File: config.mk
export PLATFORM = sky130hd
export DESIGN_NAME = tt_stim_capture
export DESIGN_NICKNAME = d
export VERILOG_FILES = /design/src/rtl/tt_harness_pkg.sv /design/src/rtl/galois_step.sv /design/src/rtl/tt_stim_capture.sv
export SDC_FILE = /design/constraint.sdc
export NUM_CORES = 1
export LEC_CHECK = 0
export CAP_MARGIN = 20
export CELL_PAD_IN_SITES_DETAIL_PLACEMENT = 1
export CELL_PAD_IN_SITES_GLOBAL_PLACEMENT = 1
export CORE_MARGIN = 2
export CORE_UTILIZATION = 44
export CTS_BUF_LIST = sky130_fd_sc_hd__clkbuf_4 sky130_fd_sc_hd__clkbuf_8
export DETAILED_ROUTE_END_ITERATION = 6
export PLACE_DENSITY = 0.95
export REMOVE_ABC_BUFFERS = 1
export SYNTH_ARGS = -nofsm -noshare
export SYNTH_HDL_FRONTEND = slang
export SYNTH_SLANG_ARGS = --single-unit
File: constraint.sdc
create_clock -name clk -period 5.75 [get_ports clk]
set_input_delay 1.15 -clock clk [delete_from_list [all_inputs] [get_ports clk]]
set_output_delay 1.15 -clock clk [all_outputs]
set_load 0.1 [all_outputs]
File: src/rtl/tt_harness_pkg.sv
// Shared types and default constants for the stimulus/capture harness.
package tt_harness_pkg;

    typedef enum logic [1:0] {
        ST_IDLE = 2'd0,
        ST_RUN  = 2'd1,
        ST_DONE = 2'd2
    } state_t;

    localparam logic MODE_LFSR  = 1'b0;
    localparam logic MODE_COUNT = 1'b1;

    // x^8+x^6+x^5+x^4+1 in Galois right-shift form
    localparam logic [7:0] DEF_LFSR_TAPS = 8'hB8;
    localparam logic [7:0] DEF_MISR_TAPS = 8'hB8;
    localparam logic [7:0] DEF_SEED      = 8'h01;

endpackage

File: src/rtl/galois_step.sv
// One combinational step of a Galois right-shift register.
// With data_in tied to zero this is a plain LFSR step; with data_in
// driven by a response bus it is one MISR compaction step.
module galois_step #(
    parameter int               WIDTH = 8,
    parameter logic [WIDTH-1:0] TAPS  = '0
) (
    input  logic [WIDTH-1:0] state_in,
    input  logic [WIDTH-1:0] data_in,
    output logic [WIDTH-1:0] state_out
);

    assign state_out = (state_in >> 1) ^ (state_in[0] ? TAPS : '0) ^ data_in;

endmodule

File: src/rtl/tt_stim_capture.sv
// Self-test harness: drives an LFSR or counting stimulus for a programmed
// number of cycles and compacts the core response into a MISR signature.
//
// state   | meaning
// --------+-----------------------------------------------------------
// IDLE    | after reset, waiting for start
// RUN     | stimulus advancing, response compacted every enabled cycle
// DONE    | run finished, results held until the next start
module tt_stim_capture
    import tt_harness_pkg::*;
#(
    parameter int               WIDTH     = 8,
    parameter int               CNT_W     = 16,
    parameter logic [WIDTH-1:0] LFSR_TAPS = DEF_LFSR_TAPS,
    parameter logic [WIDTH-1:0] MISR_TAPS = DEF_MISR_TAPS,
    parameter logic [WIDTH-1:0] SEED      = DEF_SEED
) (
    input  logic             clk,
    input  logic             rst_n,
    input  logic             ena,
    input  logic             start,
    input  logic             mode,
    input  logic [CNT_W-1:0] num_cycles,
    input  logic [WIDTH-1:0] resp_in,
    output logic [WIDTH-1:0] stim_out,
    output logic [WIDTH-1:0] signature,
    output logic [CNT_W-1:0] cycle_cnt,
    output logic             busy,
    output logic             done
);

    state_t           state_q, state_d;
    logic             mode_q, mode_d;
    logic [CNT_W-1:0] len_q, len_d;
    logic [WIDTH-1:0] stim_d, sig_d;
    logic [CNT_W-1:0] cnt_d;

    logic [WIDTH-1:0] lfsr_next;
    logic [WIDTH-1:0] misr_next;
    logic [CNT_W-1:0] cnt_inc;

    galois_step #(
        .WIDTH (WIDTH),
        .TAPS  (LFSR_TAPS)
    ) u_lfsr_step (
        .state_in  (stim_out),
        .data_in   ('0),
        .state_out (lfsr_next)
    );

    galois_step #(
        .WIDTH (WIDTH),
        .TAPS  (MISR_TAPS)
    ) u_misr_step (
        .state_in  (signature),
        .data_in   (resp_in),
        .state_out (misr_next)
    );

    assign cnt_inc = cycle_cnt + CNT_W'(1);

    // Next-state and next-register logic; everything holds unless ena=1.
    always_comb begin
        state_d = state_q;
        mode_d  = mode_q;
        len_d   = len_q;
        stim_d  = stim_out;
        sig_d   = signature;
        cnt_d   = cycle_cnt;

        if (ena) begin
            case (state_q)
                ST_IDLE, ST_DONE: begin
                    if (start) begin
                        mode_d  = mode;
                        len_d   = num_cycles;
                        sig_d   = '0;
                        cnt_d   = '0;
                        stim_d  = (mode == MODE_LFSR) ? SEED : '0;
                        // A zero-length run still passes through DONE so
                        // software sees a completed, empty signature.
                        state_d = (num_cycles == '0) ? ST_DONE : ST_RUN;
                    end
                end
                ST_RUN: begin
                    sig_d  = misr_next;
                    stim_d = (mode_q == MODE_LFSR) ? lfsr_next
                                                   : stim_out + WIDTH'(1);
                    cnt_d  = cnt_inc;
                    if (cnt_inc == len_q) begin
                        state_d = ST_DONE;
                    end
                end
                default: begin
                    state_d = ST_IDLE;
                end
            endcase
        end
    end

    // FSM state register.
    always_ff @(posedge clk or negedge rst_n) begin
        if (!rst_n) begin
            state_q <= ST_IDLE;
        end else begin
            state_q <= state_d;
        end
    end

    // Datapath registers: latched run settings, stimulus, signature, count.
    always_ff @(posedge clk or negedge rst_n) begin
        if (!rst_n) begin
            mode_q    <= MODE_LFSR;
            len_q     <= '0;
            stim_out  <= '0;
            signature <= '0;
            cycle_cnt <= '0;
        end else begin
            mode_q    <= mode_d;
            len_q     <= len_d;
            stim_out  <= stim_d;
            signature <= sig_d;
            cycle_cnt <= cnt_d;
        end
    end

    assign busy = (state_q == ST_RUN);
    assign done = (state_q == ST_DONE);

endmodule

# ---- Yosys cells after proc, flatten, opt, wreduce, memory -nomap -nowiden
# Index checks and enable logic that the tools add are counted.
dict set report word_totals {
  reg_bits 51
  word_cells 37
  out_inout_bits 34
}
dict set report op_classes {
  n_bitwise 3
  n_eq_ne 5
  add_sub_neg 2
  reduce_logical 7
  n_mux 14
}
# cell count
set op_table {}
lappend op_table {{$mux W8} 5}
lappend op_table {{$pmux W16 S2} 1}
lappend op_table {{$pmux W8 S2} 2}
lappend op_table {{$add A16 B1 Y16 const B} 1}
lappend op_table {{$eq A16 B16 Y1} 1}
lappend op_table {{$logic_not A16 Y1} 1}
lappend op_table {{$mux W16} 1}
lappend op_table {{$xor A7 B8 Y8} 2}
lappend op_table {{$reduce_and A3 Y1} 3}
lappend op_table {{$add A8 B1 Y8 const B} 1}
lappend op_table {{$xor A8 B8 Y8} 1}
lappend op_table {{$mux W2} 3}
lappend op_table {{$pmux W2 S2} 1}
lappend op_table {{$eq A2 B1 Y1 const B} 1}
lappend op_table {{$eq A2 B2 Y1 const B} 1}
lappend op_table {{$logic_not A2 Y1} 1}
lappend op_table {{$ne A2 B1 Y1 const B} 1}
lappend op_table {{$ne A2 B2 Y1 const B} 1}
lappend op_table {{$reduce_bool A2 Y1} 1}
lappend op_table {{$reduce_or A2 Y1} 1}
lappend op_table {{$mux W1} 1}

# ---- Depth between registers and ports, before layout
# Gate-level depths: netlist of run 1.
dict set report logic_depth {
  word_depth 4
  mapped_depth 7
  depth_no_buf 7
}

# ---- Modules after synthesis
# Synthesis of run 1 repeated with hierarchy kept, for this count alone.
dict set report hier_totals {
  cells_unflattened 311
  hier_area_um2 3111.7
}
# mod seq_area_each_um2 cells_each instances area_each_um2
set modules_own_cells {}
lappend modules_own_cells {tt_stim_capture 1276.2 295 1 2874.0}
lappend modules_own_cells {galois_step 0.0 8 2 118.9}

# ---- Least setup slack after synthesis of run 1
# No wires, ideal clock.
dict set report synth_timing {
  path_kind {register -> output}
  start {reg state_q[0]}
  end {out busy}
  path_slack_ns 2.635
  arrival_time_ns 1.965
  required_ns 4.600
  stages_incl_launch_ff 3
  path_cell_list {dfrtp_1 clkbuf_2 nor2b_1}
}
dict set report synth_between {
  elab_chain_len 1
}
# item line
set synth_rtl {}
lappend synth_rtl {{start: declaration} tt_stim_capture.sv:32} ;# state_t state_q, state_d;
lappend synth_rtl {{start signal: assignment} tt_stim_capture.sv:106} ;# state_q <= state_d;
lappend synth_rtl {{$eq A2 B1 Y1} tt_stim_capture.sv:127} ;# assign busy = (state_q == ST_RUN);
lappend synth_rtl {{end: declaration} tt_stim_capture.sv:28} ;# output logic busy,
# No other way between the ends.

# ---- Final worst setup path of run 1
# Same ends and word-level chain as after synthesis.

==> impl_results.html, run 1 <==
<table>
<tr><th>Metric</th><th>Value</th></tr>
<tr><th colspan="2">Timing</th></tr>
<tr><td>Max-slew headroom</td><td>0.330</td></tr>
<tr><td>Post-route clock period utilization</td><td>0.637</td></tr>
<tr><td>Max Slew Vio Count</td><td>0</td></tr>
<tr><td>Achievable clock frequency</td><td>273 MHz</td></tr>
<tr><td>Total Neg Setup Slack</td><td>0 ns</td></tr>
<tr><td>Post-route minimum period</td><td>3.66 ns</td></tr>
<tr><td>Setup repair after global routing missed its margin</td><td>false</td></tr>
<tr><td>Worst hold slack across all endpoints</td><td>0.541 ns</td></tr>
<tr><td>Final number of hold-violating endpoints</td><td>0</td></tr>
<tr><td>Worst Skew</td><td>0.0104 ns</td></tr>
<tr><td>Number of failing setup endpoints in the final timing report</td><td>0</td></tr>
<tr><td>Slew of the pin with the lowest slew margin</td><td>1.00 ns</td></tr>
<tr><th colspan="2">GRT</th></tr>
<tr><td>Global-route wire length before repair</td><td>14200 um</td></tr>
<tr><td>Global Route met3 Usage</td><td>0.0368</td></tr>
<tr><td>Vias in the first global route</td><td>2902</td></tr>
<tr><td>Initial antenna violation count</td><td>0</td></tr>
<tr><td>Tot GR Track Use</td><td>0.236</td></tr>
<tr><td>Most crowded layer after global routing</td><td>met2</td></tr>
<tr><td>Largest net degree at the start of global routing</td><td>52</td></tr>
<tr><td>Remaining global-route overflow</td><td>0</td></tr>
<tr><td>Met2 demand-to-capacity share in global routing</td><td>0.419</td></tr>
<tr><td>Met1 track demand over resource</td><td>0.289</td></tr>
<tr><th colspan="2">CTS</th></tr>
<tr><td>Sinks on Clock Net</td><td>51</td></tr>
<tr><td>Buffers inserted by post-CTS timing repair</td><td>0</td></tr>
<tr><td>Clock tree from TritonCTS</td><td>yes</td></tr>
<tr><td>Number of buffers on the longest clock path</td><td>2</td></tr>
<tr><td>Root buffer selected by CTS</td><td>clkbuf_8</td></tr>
<tr><td>Post-cts gate resize count</td><td>0</td></tr>
<tr><td>Clock latency on the worst-skew pair</td><td>0.31 ns</td></tr>
<tr><td>Clock transition time at the flip-flop clock pins of the worst setup and hold paths</td><td>0.09 ns</td></tr>
<tr><td>Hold-fix buffer count after cts</td><td>0</td></tr>
<tr><td>CTS HTree Levels</td><td>2</td></tr>
<tr><td>Number of buffers inserted during clock tree synthesis</td><td>5</td></tr>
<tr><th colspan="2">Place</th></tr>
<tr><td>Cell area reported after detailed placement</td><td>3730 um2</td></tr>
<tr><td>Routability cong.</td><td>0.842</td></tr>
<tr><td>Post-placement cell count</td><td>466</td></tr>
<tr><td>Port Buffer Count</td><td>62</td></tr>
<tr><td>Detailed Place HPWL</td><td>6240 um</td></tr>
<tr><th colspan="2">Floorplanning</th></tr>
<tr><td>I/O pin count</td><td>63</td></tr>
<tr><td>Effective utilization at floorplan</td><td>0.454</td></tr>
<tr><td>Die Footprint</td><td>7700 um2</td></tr>
<tr><td>Core area</td><td>6790 um2</td></tr>
<tr><td>Die extent in y</td><td>87.7 um</td></tr>
<tr><td>Rows</td><td>30</td></tr>
<tr><td>Die outline width</td><td>87.7 um</td></tr>
<tr><th colspan="2">Setup path</th></tr>
<tr><td>Crit start category</td><td>flop</td></tr>
<tr><td>Critical Path RT</td><td>4.60 ns</td></tr>
<tr><td>Highest net fanout along the worst path</td><td>9</td></tr>
<tr><td>Kind of critical path</td><td>reg -&gt; out</td></tr>
<tr><td>R2R setup slack</td><td>3.30 ns</td></tr>
<tr><td>Critical path endpoint category</td><td>output pin</td></tr>
<tr><td>Crit path DAT</td><td>2.51 ns</td></tr>
<tr><th colspan="2">Final layout</th></tr>
<tr><td>Most frequent standard cell in the layout excluding fill and tap cells</td><td>clkdlybuf4s50_1</td></tr>
<tr><td>Growth of design area from synthesis to finish</td><td>24.5%</td></tr>
<tr><td>Core utilization of the finished layout</td><td>0.565</td></tr>
<tr><td>Highest-count cells in the layout ignoring fill and taps</td><td>61 x clkdlybuf4s50_1, 51 x dfrtp_1, 44 x o21ai_0</td></tr>
<tr><td>Final instance area</td><td>3840 um2</td></tr>
<tr><td>Filler Cell Count</td><td>794</td></tr>
<tr><td>Ratio of cells with drive above 1 in the final layout</td><td>0.124</td></tr>
<tr><td>Antenna cells</td><td>0</td></tr>
<tr><td>Finished Layout Cells</td><td>475</td></tr>
<tr><td>Number of nets in the finished design</td><td>409</td></tr>
<tr><th colspan="2">Route</th></tr>
<tr><td>Detail Route Antenna Nets</td><td>0</td></tr>
<tr><td>1st-pass router iterations</td><td>4</td></tr>
<tr><td>Post-route DRC violation count</td><td>0</td></tr>
<tr><td>Total number of vias</td><td>2708</td></tr>
<tr><td>Detailed-route wire length</td><td>8520 um</td></tr>
<tr><td>Routed WL per cell</td><td>17.9 um</td></tr>
<tr><td>Post-detailed-route via-to-cell ratio</td><td>5.70</td></tr>
<tr><td>DR iter-0 viols</td><td>160</td></tr>
<tr><th colspan="2">Power and ir drop</th></tr>
<tr><td>Share of total power in sequential cells</td><td>0.349</td></tr>
<tr><td>Proportion of total power due to net switching</td><td>0.524</td></tr>
<tr><td>Reported leakage power</td><td>1.52 nW</td></tr>
<tr><td>Peak supply drop</td><td>164 uV</td></tr>
<tr><td>Proportion of power drawn by the clock network</td><td>0.118</td></tr>
<tr><td>Power density cells</td><td>458 nW/um2</td></tr>
<tr><td>Internal power consumption</td><td>0.000837 W</td></tr>
<tr><td>Combinational group share of total power</td><td>0.533</td></tr>
<tr><td>Sw power</td><td>0.000923 W</td></tr>
<tr><th colspan="2">Synth</th></tr>
<tr><td>Area share of the largest cell type after synthesis</td><td>0.414</td></tr>
<tr><td>Average cell area after synthesis</td><td>9.40 um2</td></tr>
<tr><td>Distinct cell type count after synthesis</td><td>53</td></tr>
<tr><td>Share of flip-flops with an asynchronous set or reset</td><td>1.00</td></tr>
<tr><td>Dominant cell type by area after synthesis</td><td>dfrtp_1</td></tr>
<tr><td>YS warnings</td><td>0</td></tr>
<tr><td>Gate Count Post-Synth</td><td>328</td></tr>
<tr><td>Number of flops mapped to enable cells by yosys</td><td>0</td></tr>
<tr><td>#FFs+latches synth</td><td>51</td></tr>
<tr><td>Most used flip-flop cell after synthesis</td><td>dfrtp_1</td></tr>
<tr><td>Cells taking the most area after synthesis</td><td>dfrtp_1 41%, o21ai_0 7.1%, xnor2_1 7.1%</td></tr>
<tr><td>Cell Area, Synth</td><td>3080 um2</td></tr>
<tr><td>Sequential-to-total area share from yosys stat</td><td>0.414</td></tr>
<tr><th colspan="2">Status</th></tr>
<tr><td>Status</td><td>completed</td></tr>
<tr><th colspan="2">Run</th></tr>
<tr><td>Maximum capacitance violations</td><td>0</td></tr>
<tr><th colspan="2">Hold path</th></tr>
<tr><td>Class of the tightest hold or removal check</td><td>reg -&gt; reg</td></tr>
</table>
power groups by stage:
| stage | Clock [W] | Combinational (W) | Sequential (W) |
|---|---|---|---|
| 2_1_floorplan | 0 | 0.000285 | 0.00101 |
| 3_3_place_gp | 0 | 0.000908 | 0.000610 |
| 5_1_grt | 0.000229 | 0.000997 | 0.000633 |
| 3_5_place_dp | 0 | 0.000940 | 0.000623 |
| 4_1_cts | 0.000217 | 0.000942 | 0.000615 |
| 6_report | 0.000208 | 0.000939 | 0.000614 |
final timing paths:
check,cells past startpoint,start,end
worst min-delay path,1,len_q[14],len_q[14]
min in group asynchronous,2,rst_n,cycle_cnt[2]
worst min register to register,1,len_q[14],len_q[14]
worst max-delay path,2,state_q[0],busy
max in group asynchronous,2,rst_n,cycle_cnt[12]
worst max register to register,7,cycle_cnt[0],state_q[1]
critical path: stages (launching register included):
cell and delay [ns]:
dfrtp_1 0.51, nor2b_1 0.46, clkdlybuf4s50_1 1.23
layer usage:
metal / up-vias / wire length, um
met1: 1347 / 3690
met5: - / 0
li1: 1255 / -
met3: 17 / 382
met4: 0 / 156
met2: 89 / 4290
flip-flops by register name (all words and copies together), names as in the netlist:
signal	count
len_q	16
signature	8
state_q	2
mode_q	1
stim_out	8
cycle_cnt	16
cells in the mapped netlist (2+ instances only):
cell and count:
nand4_1 7, xnor2_1 25, nand3_1 15, nor2b_1 7
mux2_2 17, xor2_1 14, and3_1 5, a31oi_1 3
nor3_2 3, buf_2 8, nor2_1 21, nor4_1 7
a21oi_1 10, dfrtp_1 51, nand2_1 31, mux2i_1 4
buf_6 2, clkbuf_1 11, o21ai_0 44, nor3b_1 2
inv_1 4, o31ai_1 4, o21a_1 2, ha_1 2
per-stage QoR:
stage	worst slack, ns	total power, W
6_report	2.09	0.00176
2_1_floorplan	2.23	0.00130
3_5_place_dp	2.49	0.00156
3_3_place_gp	2.58	0.00152
4_1_cts	2.15	0.00177
5_1_grt	1.97	0.00186
area by class of cell:
cell class / instances / area [um2] / area share
Clock buffer: 5 / 68.8 / 0.0179
Clock inverter: 3 / 15.0 / 0.00391
Sequential cell: 51 / 1280 / 0.332
Tap cell: 96 / 120 / 0.0313
Multi-Input combinational cell: 251 / 1690 / 0.439
Inverter: 4 / 15.0 / 0.00391
Timing Repair Buffer: 65 / 658 / 0.171
cells by family after synthesis:
logic type      count (synthesis)  share of synthesized area
simple gates                  116                      0.214
compound gates                 72                      0.135
flops                          51                      0.414
xor+xnor                       39                      0.111
buf+inv                        26                     0.0402
mux                            21                     0.0751
fa+ha+maj                       3                     0.0114
No activity file was read; power rests on OpenSTA's default activity.
==> run 2: changes to the inputs <==
--- a/config.mk
+++ b/config.mk
@@ -9,10 +9,10 @@
 export CELL_PAD_IN_SITES_DETAIL_PLACEMENT = 1
 export CELL_PAD_IN_SITES_GLOBAL_PLACEMENT = 1
 export CORE_MARGIN = 2
-export CORE_UTILIZATION = 44
+export CORE_UTILIZATION = 36
 export CTS_BUF_LIST = sky130_fd_sc_hd__clkbuf_4 sky130_fd_sc_hd__clkbuf_8
 export DETAILED_ROUTE_END_ITERATION = 6
-export PLACE_DENSITY = 0.95
+export PLACE_DENSITY = 0.84
 export REMOVE_ABC_BUFFERS = 1
 export SYNTH_ARGS = -nofsm -noshare
 export SYNTH_HDL_FRONTEND = slang
==> constraint.sdc (replaced) <==
create_clock -name clk -period 3.3 [get_ports clk]
set_input_delay 0.66 -clock clk [delete_from_list [all_inputs] [get_ports clk]]
set_output_delay 0.66 -clock clk [all_outputs]
set_load 0.1 [all_outputs]
==> impl_results.html, run 2 (synthesized netlist as in run 1, its figures left out) <==
<table>
<tr><th>Metric</th><th>Value</th></tr>
<tr><th colspan="2">Status</th></tr>
<tr><td>Status</td><td>completed</td></tr>
<tr><th colspan="2">Setup path</th></tr>
<tr><td>Kind of critical path</td><td>reg -&gt; out</td></tr>
<tr><td>Family of cells with the greatest summed delay on the critical path</td><td>simple AND/OR/NAND/NOR gates</td></tr>
<tr><td>Slowest cell on the critical path</td><td>nor2b_1</td></tr>
<tr><td>Crit path largest cell delay</td><td>0.57 ns</td></tr>
<tr><td>Worst path cell trace</td><td>nor2b_1 -&gt; buf_4</td></tr>
<tr><td>Crit path DAT</td><td>1.81 ns</td></tr>
<tr><td>Crit start category</td><td>flop</td></tr>
<tr><td>Critical Path RT</td><td>2.64 ns</td></tr>
<tr><td>Buffers &amp; Inverters on Critical Path</td><td>1</td></tr>
<tr><td>Critical path endpoint category</td><td>output pin</td></tr>
<tr><td>Highest net fanout along the worst path</td><td>9</td></tr>
<tr><th colspan="2">Timing</th></tr>
<tr><td>Max-slew headroom</td><td>0.402</td></tr>
<tr><td>Total Neg Setup Slack</td><td>0 ns</td></tr>
<tr><td>Post-route clock period utilization</td><td>0.748</td></tr>
<tr><td>Worst hold slack across all endpoints</td><td>0.478 ns</td></tr>
<tr><td>Setup repair after global routing missed its margin</td><td>false</td></tr>
<tr><td>Slew of the pin with the lowest slew margin</td><td>0.897 ns</td></tr>
<tr><td>Post-route minimum period</td><td>2.47 ns</td></tr>
<tr><td>Final setup margin</td><td>0.832 ns</td></tr>
<tr><td>Number of failing setup endpoints in the final timing report</td><td>0</td></tr>
<tr><td>Worst Skew</td><td>0.0121 ns</td></tr>
<tr><td>Final number of hold-violating endpoints</td><td>0</td></tr>
<tr><td>Max Slew Vio Count</td><td>0</td></tr>
<tr><td>Achievable clock frequency</td><td>405 MHz</td></tr>
<tr><th colspan="2">Power and ir drop</th></tr>
<tr><td>Reported leakage power</td><td>1.57 nW</td></tr>
<tr><td>Share of total power in sequential cells</td><td>0.354</td></tr>
<tr><td>Peak supply drop</td><td>292 uV</td></tr>
<tr><td>Internal power consumption</td><td>0.00144 W</td></tr>
<tr><td>Combinational group share of total power</td><td>0.523</td></tr>
<tr><td>Pwr Total</td><td>0.00302 W</td></tr>
<tr><td>Proportion of total power due to net switching</td><td>0.523</td></tr>
<tr><td>Proportion of power drawn by the clock network</td><td>0.123</td></tr>
<tr><td>Power density cells</td><td>801 nW/um2</td></tr>
<tr><td>Sw power</td><td>0.00158 W</td></tr>
<tr><th colspan="2">CTS</th></tr>
<tr><td>Sinks on Clock Net</td><td>51</td></tr>
<tr><td>Number of buffers inserted during clock tree synthesis</td><td>5</td></tr>
<tr><td>Hold-fix buffer count after cts</td><td>0</td></tr>
<tr><td>Clock transition time at the flip-flop clock pins of the worst setup and hold paths</td><td>0.10 ns</td></tr>
<tr><td>Root buffer selected by CTS</td><td>clkbuf_8</td></tr>
<tr><td>Post-cts gate resize count</td><td>0</td></tr>
<tr><td>Clock tree from TritonCTS</td><td>yes</td></tr>
<tr><td>Number of buffers on the longest clock path</td><td>2</td></tr>
<tr><td>Clock latency on the worst-skew pair</td><td>0.31 ns</td></tr>
<tr><td>CTS HTree Levels</td><td>2</td></tr>
<tr><td>Buffers inserted by post-CTS timing repair</td><td>0</td></tr>
<tr><th colspan="2">GRT</th></tr>
<tr><td>Largest net degree at the start of global routing</td><td>39</td></tr>
<tr><td>Vias in the first global route</td><td>2847</td></tr>
<tr><td>Tot GR Track Use</td><td>0.196</td></tr>
<tr><td>Global-route wire length before repair</td><td>14200 um</td></tr>
<tr><td>Remaining global-route overflow</td><td>0</td></tr>
<tr><td>Initial antenna violation count</td><td>0</td></tr>
<tr><th colspan="2">Place</th></tr>
<tr><td>Port Buffer Count</td><td>62</td></tr>
<tr><td>Pre-CTS setup slack</td><td>0.592 ns</td></tr>
<tr><td>Routability cong.</td><td>0.794</td></tr>
<tr><td>Detailed Place HPWL</td><td>6230 um</td></tr>
<tr><th colspan="2">Route</th></tr>
<tr><td>DR iter-0 viols</td><td>88</td></tr>
<tr><td>Routed WL per cell</td><td>17.3 um</td></tr>
<tr><td>Total number of vias</td><td>2676</td></tr>
<tr><td>Detail Route Antenna Nets</td><td>0</td></tr>
<tr><td>Detailed-route wire length</td><td>8430 um</td></tr>
<tr><td>Post-detailed-route via-to-cell ratio</td><td>5.51</td></tr>
<tr><td>Post-route DRC violation count</td><td>0</td></tr>
<tr><td>1st-pass router iterations</td><td>4</td></tr>
<tr><th colspan="2">Final layout</th></tr>
<tr><td>Number of nets in the finished design</td><td>411</td></tr>
<tr><td>Ratio of cells with drive above 1 in the final layout</td><td>0.218</td></tr>
<tr><td>Top flop regs</td><td>cycle_cnt: 16 flops, len_q: 16 flops</td></tr>
<tr><td>Filler Cell Count</td><td>968</td></tr>
<tr><td>Highest-count cells in the layout ignoring fill and taps</td><td>51 x dfrtp_1, 44 x o21ai_0, 39 x buf_4</td></tr>
<tr><td>Growth of design area from synthesis to finish</td><td>22.1%</td></tr>
<tr><td>Antenna cells</td><td>0</td></tr>
<tr><td>Most frequent standard cell in the layout excluding fill and tap cells</td><td>dfrtp_1</td></tr>
<tr><td>Core utilization of the finished layout</td><td>0.456</td></tr>
<tr><th colspan="2">Floorplanning</th></tr>
<tr><td>Die outline width</td><td>96.6 um</td></tr>
<tr><td>Die Footprint</td><td>9320 um2</td></tr>
<tr><td>Core area</td><td>8260 um2</td></tr>
<tr><td>Die extent in y</td><td>96.6 um</td></tr>
<tr><td>Effective utilization at floorplan</td><td>0.373</td></tr>
<tr><td>I/O pin count</td><td>63</td></tr>
<tr><td>Rows</td><td>33</td></tr>
<tr><th colspan="2">Run</th></tr>
<tr><td>Maximum capacitance violations</td><td>0</td></tr>
<tr><th colspan="2">Hold path</th></tr>
<tr><td>Class of the tightest hold or removal check</td><td>in -&gt; async</td></tr>
</table>
==> run 2: area by class of cell <==
type / instances / area, um2 / area share
well taps: 105 / 131 / 0.0349
repair buffers: 67 / 568 / 0.151
clock buffers: 7 / 83.8 / 0.0223
flip-flops and latches: 51 / 1280 / 0.339
inverters: 4 / 15.0 / 0.00399
multi-input cells: 251 / 1690 / 0.448
clock inverters: 1 / 5.00 / 0.00133
==> run 2: worst register-to-register path: cells and delay by family (launching register included) <==
kind	cells	cell delay (ns)
AND/OR/NAND/NOR	3	1.00
AO/OA/AOI/OAI	1	0.22
adder cells (fa/ha/maj)	1	0.34
flip-flops	1	0.55
XOR/XNOR	1	0.21
==> run 2: final timing paths <==
path                               from    endpoint  slack, ns  cells after the start
max in group asynchronous         rst_n      mode_q       2.15                      2
hold reg to reg               len_q[11]   len_q[11]       0.53                      1
setup reg to reg           cycle_cnt[0]  state_q[0]       0.88                      6
hold / removal                    rst_n    len_q[7]       0.48                      1
setup / recovery             state_q[0]        busy       0.83                      2
min in group clk              len_q[11]   len_q[11]       0.53                      1
==> run 2: metal layers <==
| metal | vias to the layer above | GRT usage | wire length, um |
|---|---|---|---|
| li1 | 1258 | - | - |
| met1 | 1335 | 0.251 | 3790 |
| met2 | 73 | 0.353 | 4090 |
| met3 | 10 | 0.0264 | 452 |
| met4 | 0 | 0.0423 | 95 |
| met5 | - | 0 | 0 |
==> run 2: power by group through the flow <==
| stage | Sequential, W | Combinational (W) | Clock (W) |
|---|---|---|---|
| finish | 0.00107 | 0.00158 | 0.000372 |
| global route | 0.00110 | 0.00169 | 0.000410 |
| CTS | 0.00107 | 0.00159 | 0.000388 |
| detailed placement | 0.00108 | 0.00158 | 0 |
| global placement | 0.00107 | 0.00155 | 0 |
| floorplan | 0.00176 | 0.000497 | 0 |
==> run 2: per-stage QoR <==
step | instances | instance area, um2
6_report | 486 | 3770
5_1_grt | 486 | 3770
4_1_cts | 486 | 3770
3_3_place_gp | 478 | 3680
2_1_floorplan | 306 | 2980
3_5_place_dp | 478 | 3680
